## config.mk

```make
export PLATFORM = sky130hd
export DESIGN_NAME = alu_exec
export DESIGN_NICKNAME = d
export VERILOG_FILES = /design/src/rtl/alu_pkg.sv /design/src/rtl/alu_core.sv /design/src/rtl/alu_exec.sv
export SDC_FILE = /design/constraint.sdc
export NUM_CORES = 1
export LEC_CHECK = 0
export ABC_CLOCK_PERIOD_IN_PS = 5400
export CAP_MARGIN = 20
export CORE_UTILIZATION = 35
export CTS_BUF_LIST = sky130_fd_sc_hd__clkbuf_16
export CTS_CLUSTER_DIAMETER = 200
export DETAILED_ROUTE_END_ITERATION = 6
export GPL_ROUTABILITY_DRIVEN = 0
export HOLD_SLACK_MARGIN = 0.02
export PLACE_DENSITY = 0.55
export SLEW_MARGIN = 20
export SYNTH_ARGS = -nofsm -noshare
export SYNTH_HDL_FRONTEND = slang
export SYNTH_SLANG_ARGS = --single-unit
```

## constraint.sdc

```tcl
create_clock -name clk -period 5.4 [get_ports clk]
set_clock_uncertainty 0.15 [all_clocks]
set_input_delay 1.35 -clock clk [delete_from_list [all_inputs] [get_ports clk]]
set_output_delay 1.35 -clock clk [all_outputs]
set_load 0.02 [all_outputs]
```

## src/rtl/alu_pkg.sv

```systemverilog
// alu_pkg: ALU control codes shared by the ALU control decoder and the
// execute unit, plus the default datapath width.
package alu_pkg;

  localparam int ALU_WIDTH = 32;

  typedef logic [3:0] alu_ctrl_t;

  localparam alu_ctrl_t ALU_AND  = 4'b0000;
  localparam alu_ctrl_t ALU_OR   = 4'b0001;
  localparam alu_ctrl_t ALU_ADD  = 4'b0010;
  localparam alu_ctrl_t ALU_SUB  = 4'b0110;
  localparam alu_ctrl_t ALU_BEQ  = 4'b1000;
  localparam alu_ctrl_t ALU_BNE  = 4'b1001;
  localparam alu_ctrl_t ALU_BLT  = 4'b1010;
  localparam alu_ctrl_t ALU_BGE  = 4'b1011;
  localparam alu_ctrl_t ALU_BLTU = 4'b1100;
  localparam alu_ctrl_t ALU_BGEU = 4'b1101;

endpackage

```

## src/rtl/alu_core.sv

```systemverilog
// alu_core: purely combinational ALU. Branch codes produce a zero result and
// drive taken; undefined codes produce a zero result and raise illegal.
module alu_core
  import alu_pkg::*;
#(
  parameter int WIDTH = ALU_WIDTH
) (
  input  alu_ctrl_t        ctrl_i,
  input  logic [WIDTH-1:0] a_i,
  input  logic [WIDTH-1:0] b_i,
  output logic [WIDTH-1:0] result_o,
  output logic             zero_o,
  output logic             taken_o,
  output logic             illegal_o
);

  // Decode the control code into result, branch outcome and illegal flag.
  always_comb begin
    result_o  = {WIDTH{1'b0}};
    taken_o   = 1'b0;
    illegal_o = 1'b0;
    case (ctrl_i)
      ALU_AND:  result_o = a_i & b_i;
      ALU_OR:   result_o = a_i | b_i;
      ALU_ADD:  result_o = a_i + b_i;
      ALU_SUB:  result_o = a_i - b_i;
      ALU_BEQ:  taken_o  = (a_i == b_i);
      ALU_BNE:  taken_o  = (a_i != b_i);
      ALU_BLT:  taken_o  = ($signed(a_i) <  $signed(b_i));
      ALU_BGE:  taken_o  = ($signed(a_i) >= $signed(b_i));
      ALU_BLTU: taken_o  = (a_i <  b_i);
      ALU_BGEU: taken_o  = (a_i >= b_i);
      default:  illegal_o = 1'b1;
    endcase
  end

  // Zero flag follows the final result, so branches and illegal codes read 1.
  always_comb begin
    zero_o = (result_o == {WIDTH{1'b0}});
  end

endmodule

```

## src/rtl/alu_exec.sv

```systemverilog
// alu_exec: two-stage execute unit. S1 registers the operation, alu_core
// evaluates it, and S2 registers the result and flags toward the consumer.
// Valid/ready on both sides; flush empties both stages.
module alu_exec
  import alu_pkg::*;
#(
  parameter int WIDTH = ALU_WIDTH
) (
  input  logic             clk,
  input  logic             rst_n,
  input  logic             flush,
  input  logic             in_valid,
  output logic             in_ready,
  input  logic [3:0]       in_ctrl,
  input  logic [WIDTH-1:0] in_a,
  input  logic [WIDTH-1:0] in_b,
  output logic             out_valid,
  input  logic             out_ready,
  output logic [WIDTH-1:0] out_result,
  output logic             out_zero,
  output logic             out_taken,
  output logic             out_illegal
);

  logic             s1_valid_q, s1_valid_d;
  alu_ctrl_t        s1_ctrl_q,  s1_ctrl_d;
  logic [WIDTH-1:0] s1_a_q,     s1_a_d;
  logic [WIDTH-1:0] s1_b_q,     s1_b_d;

  logic             s2_valid_q,   s2_valid_d;
  logic [WIDTH-1:0] s2_result_q,  s2_result_d;
  logic             s2_zero_q,    s2_zero_d;
  logic             s2_taken_q,   s2_taken_d;
  logic             s2_illegal_q, s2_illegal_d;

  logic             s2_free;
  logic             s1_advance;
  logic             in_fire;

  logic [WIDTH-1:0] core_result;
  logic             core_zero;
  logic             core_taken;
  logic             core_illegal;

  alu_core #(
    .WIDTH(WIDTH)
  ) u_core (
    .ctrl_i    (s1_ctrl_q),
    .a_i       (s1_a_q),
    .b_i       (s1_b_q),
    .result_o  (core_result),
    .zero_o    (core_zero),
    .taken_o   (core_taken),
    .illegal_o (core_illegal)
  );

  // Handshake: S2 frees up when empty or drained; flush never gates in_ready.
  always_comb begin
    s2_free    = !s2_valid_q || out_ready;
    s1_advance = s1_valid_q && s2_free;
    in_ready   = !s1_valid_q || s2_free;
    in_fire    = in_valid && in_ready;
  end

  // Stage 1 next state: capture on input transfer, empty on advance or flush.
  always_comb begin
    s1_ctrl_d = s1_ctrl_q;
    s1_a_d    = s1_a_q;
    s1_b_d    = s1_b_q;
    if (flush) begin
      s1_valid_d = 1'b0;
    end else if (in_fire) begin
      s1_valid_d = 1'b1;
    end else if (s1_advance) begin
      s1_valid_d = 1'b0;
    end else begin
      s1_valid_d = s1_valid_q;
    end
    if (in_fire) begin
      s1_ctrl_d = in_ctrl;
      s1_a_d    = in_a;
      s1_b_d    = in_b;
    end else begin
      s1_ctrl_d = s1_ctrl_q;
      s1_a_d    = s1_a_q;
      s1_b_d    = s1_b_q;
    end
  end

  // Stage 2 next state: load from S1 when it advances, otherwise hold so the
  // outputs stay stable under backpressure.
  always_comb begin
    s2_result_d  = s2_result_q;
    s2_zero_d    = s2_zero_q;
    s2_taken_d   = s2_taken_q;
    s2_illegal_d = s2_illegal_q;
    if (flush) begin
      s2_valid_d = 1'b0;
    end else if (s1_advance) begin
      s2_valid_d = 1'b1;
    end else if (out_ready) begin
      s2_valid_d = 1'b0;
    end else begin
      s2_valid_d = s2_valid_q;
    end
    if (s1_advance && !flush) begin
      s2_result_d  = core_result;
      s2_zero_d    = core_zero;
      s2_taken_d   = core_taken;
      s2_illegal_d = core_illegal;
    end else begin
      s2_result_d  = s2_result_q;
      s2_zero_d    = s2_zero_q;
      s2_taken_d   = s2_taken_q;
      s2_illegal_d = s2_illegal_q;
    end
  end

  // Pipeline registers with asynchronous reset to an empty, all-zero state.
  always_ff @(posedge clk or negedge rst_n) begin
    if (!rst_n) begin
      s1_valid_q   <= 1'b0;
      s1_ctrl_q    <= 4'b0000;
      s1_a_q       <= {WIDTH{1'b0}};
      s1_b_q       <= {WIDTH{1'b0}};
      s2_valid_q   <= 1'b0;
      s2_result_q  <= {WIDTH{1'b0}};
      s2_zero_q    <= 1'b0;
      s2_taken_q   <= 1'b0;
      s2_illegal_q <= 1'b0;
    end else begin
      s1_valid_q   <= s1_valid_d;
      s1_ctrl_q    <= s1_ctrl_d;
      s1_a_q       <= s1_a_d;
      s1_b_q       <= s1_b_d;
      s2_valid_q   <= s2_valid_d;
      s2_result_q  <= s2_result_d;
      s2_zero_q    <= s2_zero_d;
      s2_taken_q   <= s2_taken_d;
      s2_illegal_q <= s2_illegal_d;
    end
  end

  // Outputs come straight from the S2 registers.
  always_comb begin
    out_valid   = s2_valid_q;
    out_result  = s2_result_q;
    out_zero    = s2_zero_q;
    out_taken   = s2_taken_q;
    out_illegal = s2_illegal_q;
  end

endmodule

```

==> results_dict.tcl, run 1 <==
set metrics [dict create \
    status "completed" \
    synth_seq_area_share_pct 29.11 \
    drive_gt1_share_pct 10.56 \
    cts-buffers-inserted 9 \
    holdBufCountCts 0 \
    relSlewSlack_pct 39.05 \
    crit_path_cell_trace "ha_1, inv_1, fa_1, nand2b_1, a211oi_1, o21ai_1, o31ai_1, a21boi_0, o41ai_1, o21ai_0, a31oi_1, o211ai_1, nor4_1, nand4_1, o41ai_2" \
    critPathKind "flip-flop to flip-flop" \
    maxSlewViolCount 0 \
    io_buffers 109 \
    crit_fanout 4 \
    die-area_um2 26430 \
    fmax_ghz 0.2169 \
    vias_per_cell 5.643 \
    ys_ff_latch 105 \
    antenna_left 0 \
    synth-edff-count 0 \
    r2r.worst_path.cells 15 \
    routedWlPerCell_um 18.43 \
    dr.first_iter.drc_count 732 \
    arrival_ns 4.74 \
    cpPeakStageDelay_ns 0.61 \
    antenna_found_initial 0 \
    power-per-cell-area_nw_per_um2 293.0 \
    cts_root_buffer "clkbuf_16" \
    cts_max_level 3 \
    synth_cells 1047 \
    yosysWarnings 0 \
    die_w_um 162.6 \
    synth.top_cells.by_area "dfrtp_1, ha_1, mux2_2" \
    min_path_cells 2 \
    yosysTopAreaCell "dfrtp_1" \
    totalWireLength_um 26860 \
    die_h_um 162.6 \
    antenna_cells 0 \
    synth_ff_type "dfrtp_1" \
    rows 58 \
    switchingPower_uw 1317 \
    period_share_pct 85.38 \
    syn_nets 1225 \
    drv_cap 0 \
    clockPowerShare_pct 21.0 \
    fin_hold_ws_ns 0.3338 \
    synth_area_per_cell_um2 8.620 \
    cts_resized 0 \
    drcViolationCount 0 \
    critPathSlowestCell "o31ai_1" \
    synth_area_um2 9025 \
    cts.clk_slew.worst_paths_ns 0.08 \
    final_common_cell "clkdlybuf4s50_1" \
    dp_hpwl_um 20420 \
    crit_path_end_kind "flip-flop" \
    cp-start-kind "flip-flop" \
    hp-class "flip-flop to flip-flop" \
    postCtsSetupRepairBufs 0 \
    grt_pass1_vias 7581 \
    required_ns 5.53 \
    vias 8222 \
    io_pins 110 \
    grt_usage_pct 20.56 \
    p_int_uw 1823 \
    worst_pin_slew_ns 0.9132 \
    rsz0062_at_grt "no" \
    p_leak_uw 0.004663 \
    synth_top_area_share_pct 29.11 \
    timing.setup.tns_ns 0 \
    crit_family "compound AO/OA/AOI/OAI gates" \
    grt_first_pass_wirelength_um 42480 \
    initial_core_util_pct 35.74 \
    setup_viol 0 \
    yosysUniqueCellTypes 79 \
    clock_latency_ns 0.37 \
    grt_max_degree 70 \
    ys_async_sr_fraction_pct 100.0 \
    cts_tree "yes" \
    overflow 0 \
    comb_power_share_pct 47.5 \
    ir_drop_uv 158.5 \
    hold_viol_final 0 \
    final_cell_mix "clkdlybuf4s50_1, dfrtp_1, ha_1" \
    p_sw_share_pct 41.96 \
    min_period_ns 4.611 \
    worst-path-buf-inv 1 \
    core_area_um2 25250 \
    pwr-share-seq_pct 31.5 \
    cp_num_cells 15 \
    syn_to_final_growth_pct 18.74 \
    clockBufferDepth 2 \
    fillers 2529 \
    nNetsFinal 1300 \
    drt-pass1-iter-count 5 \
    cts_sinks 105 \
]
through the flow:
stage / std cells / total power, uW / area, um^2 / worst slack [ns] / util (%)
after floorplan: 1047 / 1979 / 9025 / 1.405 / -
after global placement: 1441 / 2463 / 10430 / 0.6719 / 41.29
after detailed placement: 1441 / 2472 / 10430 / 0.6013 / 41.29
after CTS: 1457 / 3147 / 10710 / 0.8744 / 42.41
after global routing: 1457 / 3342 / 10720 / 0.4658 / 42.43
final: 1457 / 3140 / 10720 / 0.7895 / 42.43
layout make-up:
class	instances	area [um^2]	area share (%)
multi-input cells	787	5837	54.47
flip-flops and latches	105	2628	24.52
repair buffers	120	1184	11.05
well taps	330	412.9	3.853
inverters	99	371.6	3.468
clock buffers	9	225.2	2.102
clock inverters	7	58.81	0.5487
power groups by stage:
stage | logic (uW) | clock network [uW] | registers (uW)
2_1_floorplan | 933 | 0 | 1050
3_3_place_gp | 1460 | 0 | 1000
3_5_place_dp | 1470 | 0 | 1010
4_1_cts | 1470 | 684 | 990
5_1_grt | 1620 | 711 | 1010
6_report | 1490 | 659 | 989
routing by layer:
layer | global-route usage [%] | up-vias | part of all wire (%)
li1 | - | 3900 | -
met1 | 30.11 | 3958 | 48
met2 | 30.75 | 328 | 43
met3 | 3.412 | 36 | 7.4
met4 | 6.032 | 0 | 1.7
met5 | 0 | - | 0
logic make-up after synthesis:
logic type	synth area share [%]
XOR/XNOR	2.232
multiplexers	10.68
buffers and inverters	6.544
AO/OA/AOI/OAI	22.39
adder cells (fa/ha/maj)	14.83
flip-flops	29.11
AND/OR/NAND/NOR	14.21
synthesized netlist by cell type, types with 4 or more instances:
| library cell | instances |
|---|---|
| o31ai_1 | 14 |
| dfrtp_1 | 105 |
| nor2_1 | 79 |
| a22oi_1 | 8 |
| mux2_2 | 74 |
| nand2b_1 | 5 |
| nor3_1 | 25 |
| nand4_1 | 7 |
| o31a_1 | 7 |
| o22ai_1 | 4 |
| a21oi_1 | 78 |
| ha_1 | 103 |
| o21bai_1 | 12 |
| mux2i_1 | 13 |
| buf_2 | 4 |
| o2111ai_1 | 5 |
| buf_1 | 15 |
| o311ai_0 | 6 |
| a21o_1 | 12 |
| o211ai_1 | 9 |
| nor4_1 | 11 |
| xor2_1 | 4 |
| nand2_1 | 81 |
| xnor2_1 | 19 |
| or3_1 | 16 |
| and3_1 | 4 |
| nor2b_1 | 6 |
| o21ai_0 | 55 |
| nand3_1 | 18 |
| inv_1 | 97 |
| o21a_1 | 9 |
| clkbuf_1 | 36 |
| a31oi_1 | 9 |
| a211oi_1 | 23 |
| a221oi_1 | 8 |
registers in the layout (all words and copies together), names as in the netlist:
register and flops:
out_valid 1, out_taken 1, s1_valid_q 1, out_illegal 1
out_result 32, s1_b_q 32, out_zero 1, s1_a_q 32
s1_ctrl_q 4
worst paths after layout:
| check | start | to | slack [ns] |
|---|---|---|---|
| worst max-delay path | s1_b_q[0]$_DFFE_PN0P_ | out_zero$_DFFE_PN0P_ | 0.79 |
| worst min-delay path | out_result[26]$_DFFE_PN0P_ | out_result[26]$_DFFE_PN0P_ | 0.33 |
| worst max register to register | s1_b_q[0]$_DFFE_PN0P_ | out_zero$_DFFE_PN0P_ | 0.79 |
| worst min register to register | out_result[26]$_DFFE_PN0P_ | out_result[26]$_DFFE_PN0P_ | 0.33 |
| max in group asynchronous | rst_n | s1_b_q[15]$_DFFE_PN0P_ | 3.11 |
| min in group asynchronous | rst_n | out_result[1]$_DFFE_PN0P_ | 0.96 |
tightest hold or removal path, stage by stage (launching register included):
cell,delay [ns]
dfrtp_1,0.35
nand2_1,0.05
o21ai_0,0.06
(Power assumes the default switching activity.)
==> run 2, diff against run 1 <==
- SLEW_MARGIN: 20 -> not set
==> run 2 against run 1 <==
Sequential power about the same. Combinational power about the same. Largest power group unchanged. First-iteration DRC count down 5.3%. Register-to-register slack worse by 0.02 ns. Final cell count about the same. Routed wire length about the same. Highest routed layer unchanged. Non-clock buffer count up 1. Clock-buffer cell count unchanged. Sequential share of layout area about the same.
==> results_dict.tcl, run 2 (synthesis gave the netlist of run 1 again) <==
set metrics [dict create \
    ir_drop_uv 159.0 \
    cts_sinks 105 \
    p_leak_uw 0.004667 \
    fillers 2528 \
    overflow 0 \
    die_h_um 162.6 \
    rows 58 \
    setup_viol 0 \
    grt_first_pass_wirelength_um 42480 \
    min_from "out_result[26]$_DFFE_PN0P_" \
    r2r.worst_path.cells 15 \
    switchingPower_uw 1317 \
    timing.setup.tns_ns 0 \
    pwr-share-seq_pct 31.5 \
    maxSlewViolCount 0 \
    min_path_cells 2 \
    clock_latency_ns 0.37 \
    io_pins 110 \
    min_period_ns 4.633 \
    hold_viol_final 0 \
    cp-start-kind "flip-flop" \
    routedWlPerCell_um 18.43 \
    die-area_um2 26430 \
    antenna_left 0 \
    die_w_um 162.6 \
    critPathKind "flip-flop to flip-flop" \
    r2r-start "s1_b_q[0]$_DFFE_PN0P_" \
    final_cell_mix "clkdlybuf4s50_1, dfrtp_1, ha_1" \
    period_share_pct 85.79 \
    worst_pin_slew_ns 0.9247 \
    nNetsFinal 1301 \
    fin_util_pct 42.45 \
    p_int_uw 1824 \
    grt_pass1_vias 7581 \
    grt_max_degree 70 \
    clockBufferDepth 2 \
    cts.clk_slew.worst_paths_ns 0.08 \
    fmax_ghz 0.2158 \
    grt_usage_pct 20.56 \
    relSlewSlack_pct 38.29 \
    cts_max_level 3 \
    initial_core_util_pct 35.74 \
    arrival_ns 4.76 \
    postCtsSetupRepairBufs 0 \
    fin_ws_ns 0.7671 \
    power-per-cell-area_nw_per_um2 292.9 \
    drive_gt1_share_pct 10.64 \
    cts_tree "yes" \
    antenna_cells 0 \
    hp-class "flip-flop to flip-flop" \
    r2r_slack_ns 0.77 \
    holdBufCountCts 0 \
    rsz0062_at_grt "no" \
    syn_to_final_growth_pct 18.80 \
    fin_hold_ws_ns 0.3341 \
    drt-pass1-iter-count 5 \
    pre_cts_slack_ns 0.6013 \
    clockPowerShare_pct 21.1 \
    cts_resized 0 \
    cts-buffers-inserted 9 \
    required_ns 5.53 \
    vias_per_cell 5.634 \
    status "completed" \
    core_area_um2 25250 \
    dr.first_iter.drc_count 693 \
    p_sw_share_pct 41.94 \
    crit_path_end_kind "flip-flop" \
    cts_root_buffer "clkbuf_16" \
    comb_power_share_pct 47.5 \
    drcViolationCount 0 \
    vias 8214 \
    totalWireLength_um 26870 \
    dp_hpwl_um 20420 \
    antenna_found_initial 0 \
    drv_cap 0 \
    crit_fanout 4 \
    final_common_cell "clkdlybuf4s50_1" \
    whs_endpoint "out_result[26]$_DFFE_PN0P_" \
    r2r-end "out_zero$_DFFE_PN0P_" \
    io_buffers 109 \
]
==> run 2: changes by cell type in the layout (fill, tap and decap cells not counted) <==
cell	before	now
nor3_4	2	1
buf_6	0	1
nor3_2	0	1
==> run 2: power groups by stage <==
stage	clock network, uW	registers, uW	logic (uW)
final	661	989	1490
after global routing	711	1010	1620
after CTS	684	990	1470
after detailed placement	0	1010	1470
after global placement	0	1000	1460
after floorplan	0	1050	933
==> run 2: critical path, cell delays in order, from the launching register on <==
cell,delay (ns)
dfrtp_1,0.40
ha_1,0.21
inv_1,0.06
fa_1,0.37
nand2b_1,0.17
a211oi_1,0.55
o21ai_1,0.16
o31ai_1,0.61
a21boi_0,0.24
o41ai_1,0.35
o21ai_0,0.15
a31oi_1,0.22
o211ai_1,0.11
nor4_1,0.30
nand4_1,0.16
o41ai_2,0.32
==> run 2: stage by stage <==
step	total power, uW	instances	area, um^2
after floorplan	1979	1047	9025
after CTS	3147	1457	10710
after global placement	2463	1441	10430
after global routing	3342	1458	10720
after detailed placement	2472	1441	10430
final	3141	1458	10720
==> run 2: layout make-up <==
type,count,area (um^2),share of cell area [%]
clock buffers,9,225.2,2.101
clock inverters,7,58.81,0.5485
inverters,99,371.6,3.466
multi-input cells,787,5831,54.38
flip-flops and latches,105,2628,24.51
well taps,330,412.9,3.851
repair buffers,121,1195,11.14
==> run 2: worst max-delay path by stage <==
stage / start / endpoint / slack, ns / depth (start not counted)
6_report: s1_b_q[0]$_DFFE_PN0P_ / out_zero$_DFFE_PN0P_ / 0.77 / 15
5_1_grt: s1_b_q[0]$_DFFE_PN0P_ / out_zero$_DFFE_PN0P_ / 0.47 / 15
4_1_cts: s1_b_q[0]$_DFFE_PN0P_ / out_zero$_DFFE_PN0P_ / 0.87 / 15
3_5_place_dp: out_ready / out_zero$_DFFE_PN0P_ / 0.60 / 12
3_3_place_gp: out_ready / out_zero$_DFFE_PN0P_ / 0.67 / 12
2_1_floorplan: out_ready / out_zero$_DFFE_PN0P_ / 1.40 / 12
==> run 2: metal layers <==
layer,track usage [%],wire length [um],part of all wire [%]
met5,0,0,0
met4,6.032,552,2.1
met3,3.412,2029,7.6
met2,30.75,11520,43
met1,30.11,12760,48
==> run 3, diff against run 2 <==
- CAP_MARGIN: 20 -> 30
- HOLD_SLACK_MARGIN: 0.02 -> 0.15
==> run 3 against run 2 <==
Die area did not move. Combinational power about the same. Total power is 0.25% higher. Flip-flop and latch count is the same. Hold slack got worse by 0.0011 ns. Design area about the same. Non-clock buffer count unchanged. Fmax down 0.30%. First-iteration DRC count fell by 7.9%. Routed wire length is 0.54% higher. Clock power rose by 0.6%. Critical path depth is the same.
==> results_dict.tcl, run 3 (synthesis gave the netlist of run 1 again) <==
set metrics [dict create \
    drive_gt1_share_pct 10.64 \
    drcViolationCount 0 \
    cts_sinks 105 \
    cts-buffers-inserted 9 \
    power_uw 3148 \
    power-per-cell-area_nw_per_um2 293.7 \
    antenna_left 0 \
    pwr-share-seq_pct 31.4 \
    fin_ws_ns 0.7531 \
    antenna_found_initial 0 \
    status "completed" \
    core_area_um2 25250 \
    grt_pass1_vias 7621 \
    final_cell_mix "clkdlybuf4s50_1, dfrtp_1, ha_1" \
    hp-class "flip-flop to flip-flop" \
    rsz0062_at_grt "no" \
    dr.first_iter.drc_count 638 \
    comb_power_share_pct 47.5 \
    die_w_um 162.6 \
    hold_viol_final 0 \
    cpPeakStageDelay_ns 0.62 \
    dp_hpwl_um 20410 \
    pre_cts_slack_ns 0.6257 \
    initial_core_util_pct 35.74 \
    critPathSlowestCell "o31ai_1" \
    cts_tree "yes" \
    vias 8142 \
    overflow 0 \
    postCtsSetupRepairBufs 0 \
    routed.top_layer "met4" \
    grt_usage_pct 20.60 \
    fin_hold_ws_ns 0.3331 \
    cts_resized 0 \
    antenna_cells 0 \
    p_int_uw 1824 \
    setup_viol 0 \
    wl_met2_um 11520 \
    crit_path_end_kind "flip-flop" \
    min_period_ns 4.647 \
    switchingPower_uw 1325 \
    crit_family "compound AO/OA/AOI/OAI gates" \
    nNetsFinal 1301 \
    die-area_um2 26430 \
    timing.setup.tns_ns 0 \
    clock_latency_ns 0.37 \
    vias_per_cell 5.584 \
    cp-start-kind "flip-flop" \
    clockPowerShare_pct 21.1 \
    crit_fanout 4 \
    totalWireLength_um 27020 \
    worst_pin_slew_ns 0.9290 \
    clockBufferDepth 2 \
    syn_to_final_growth_pct 18.77 \
    routedLengthMet1_um 13050 \
    worst-path-buf-inv 1 \
    cts_max_level 3 \
    drt-pass1-iter-count 7 \
    grt_max_degree 70 \
    crit_path_cell_trace "ha_1, inv_1, fa_1, nand2b_1, a211oi_1, o21ai_1, o31ai_1, a21boi_0, o41ai_1, o21ai_0, a31oi_1, o211ai_1, nor4_1, nand4_1, o41ai_2" \
    holdBufCountCts 0 \
    required_ns 5.53 \
    die_h_um 162.6 \
    period_share_pct 86.05 \
    p_leak_uw 0.004674 \
    rows 58 \
    critPathKind "flip-flop to flip-flop" \
    maxSlewViolCount 0 \
    ir_drop_uv 132.8 \
    grt_first_pass_wirelength_um 42470 \
    p_sw_share_pct 42.07 \
    routedWlPerCell_um 18.53 \
    fin_util_pct 42.44 \
    io_buffers 109 \
    arrival_ns 4.78 \
    io_pins 110 \
    drv_cap 0 \
    fmax_ghz 0.2152 \
    met3_length_um 1966 \
    final_common_cell "clkdlybuf4s50_1" \
    r2r_slack_ns 0.75 \
    cts_root_buffer "clkbuf_16" \
    relSlewSlack_pct 38.07 \
    cts.clk_slew.worst_paths_ns 0.08 \
]
## run 3: cell count changes in the layout (fill, tap and decap cells not counted), sizes merged
cell,before,now
inv,102,103
clkinvlp,2,1
## run 3: power by group through the flow
stage	combinational, uW	clock [uW]	sequential, uW
global placement	1460	0	1000
floorplan	933	0	1050
detailed placement	1470	0	1010
CTS	1470	689	990
finish	1490	665	989
global route	1620	719	1010
## run 3: final timing paths
check	depth (start not counted)	endpoint	from
worst max-delay path	15	out_zero$_DFFE_PN0P_	s1_b_q[0]$_DFFE_PN0P_
min in group asynchronous	1	out_result[1]$_DFFE_PN0P_	rst_n
worst min-delay path	2	out_result[1]$_DFFE_PN0P_	out_result[1]$_DFFE_PN0P_
max in group asynchronous	2	s1_b_q[16]$_DFFE_PN0P_	rst_n
worst max register to register	15	out_zero$_DFFE_PN0P_	s1_b_q[0]$_DFFE_PN0P_
worst min register to register	2	out_result[1]$_DFFE_PN0P_	out_result[1]$_DFFE_PN0P_
## run 3: worst register-to-register path: stages, from the launching register on
cell	delay, ns
dfrtp_1	0.40
ha_1	0.21
inv_1	0.06
fa_1	0.38
nand2b_1	0.17
a211oi_1	0.55
o21ai_1	0.17
o31ai_1	0.62
a21boi_0	0.25
o41ai_1	0.34
o21ai_0	0.15
a31oi_1	0.24
o211ai_1	0.12
nor4_1	0.28
nand4_1	0.15
o41ai_2	0.31
## run 3: layer usage
metal / vias up / GRT usage (%)
li1: 3900 / -
met1: 3905 / 30.00
met2: 298 / 30.91
met3: 39 / 3.692
met4: 0 / 5.820
met5: - / 0
## run 3: cell type report
type / instances / area, um^2
Sequential cell: 105 / 2628
Clock buffer: 9 / 225.2
Multi-Input combinational cell: 787 / 5831
Fill cell: 2545 / 14540
Clock inverter: 7 / 60.06
Timing Repair Buffer: 121 / 1191
Tap cell: 330 / 412.9
Inverter: 99 / 371.6
## run 3: through the flow
stage	instances	instance area, um^2
after CTS	1458	10720
after global placement	1441	10430
after detailed placement	1442	10430
after floorplan	1047	9025
final	1458	10720
after global routing	1458	10720
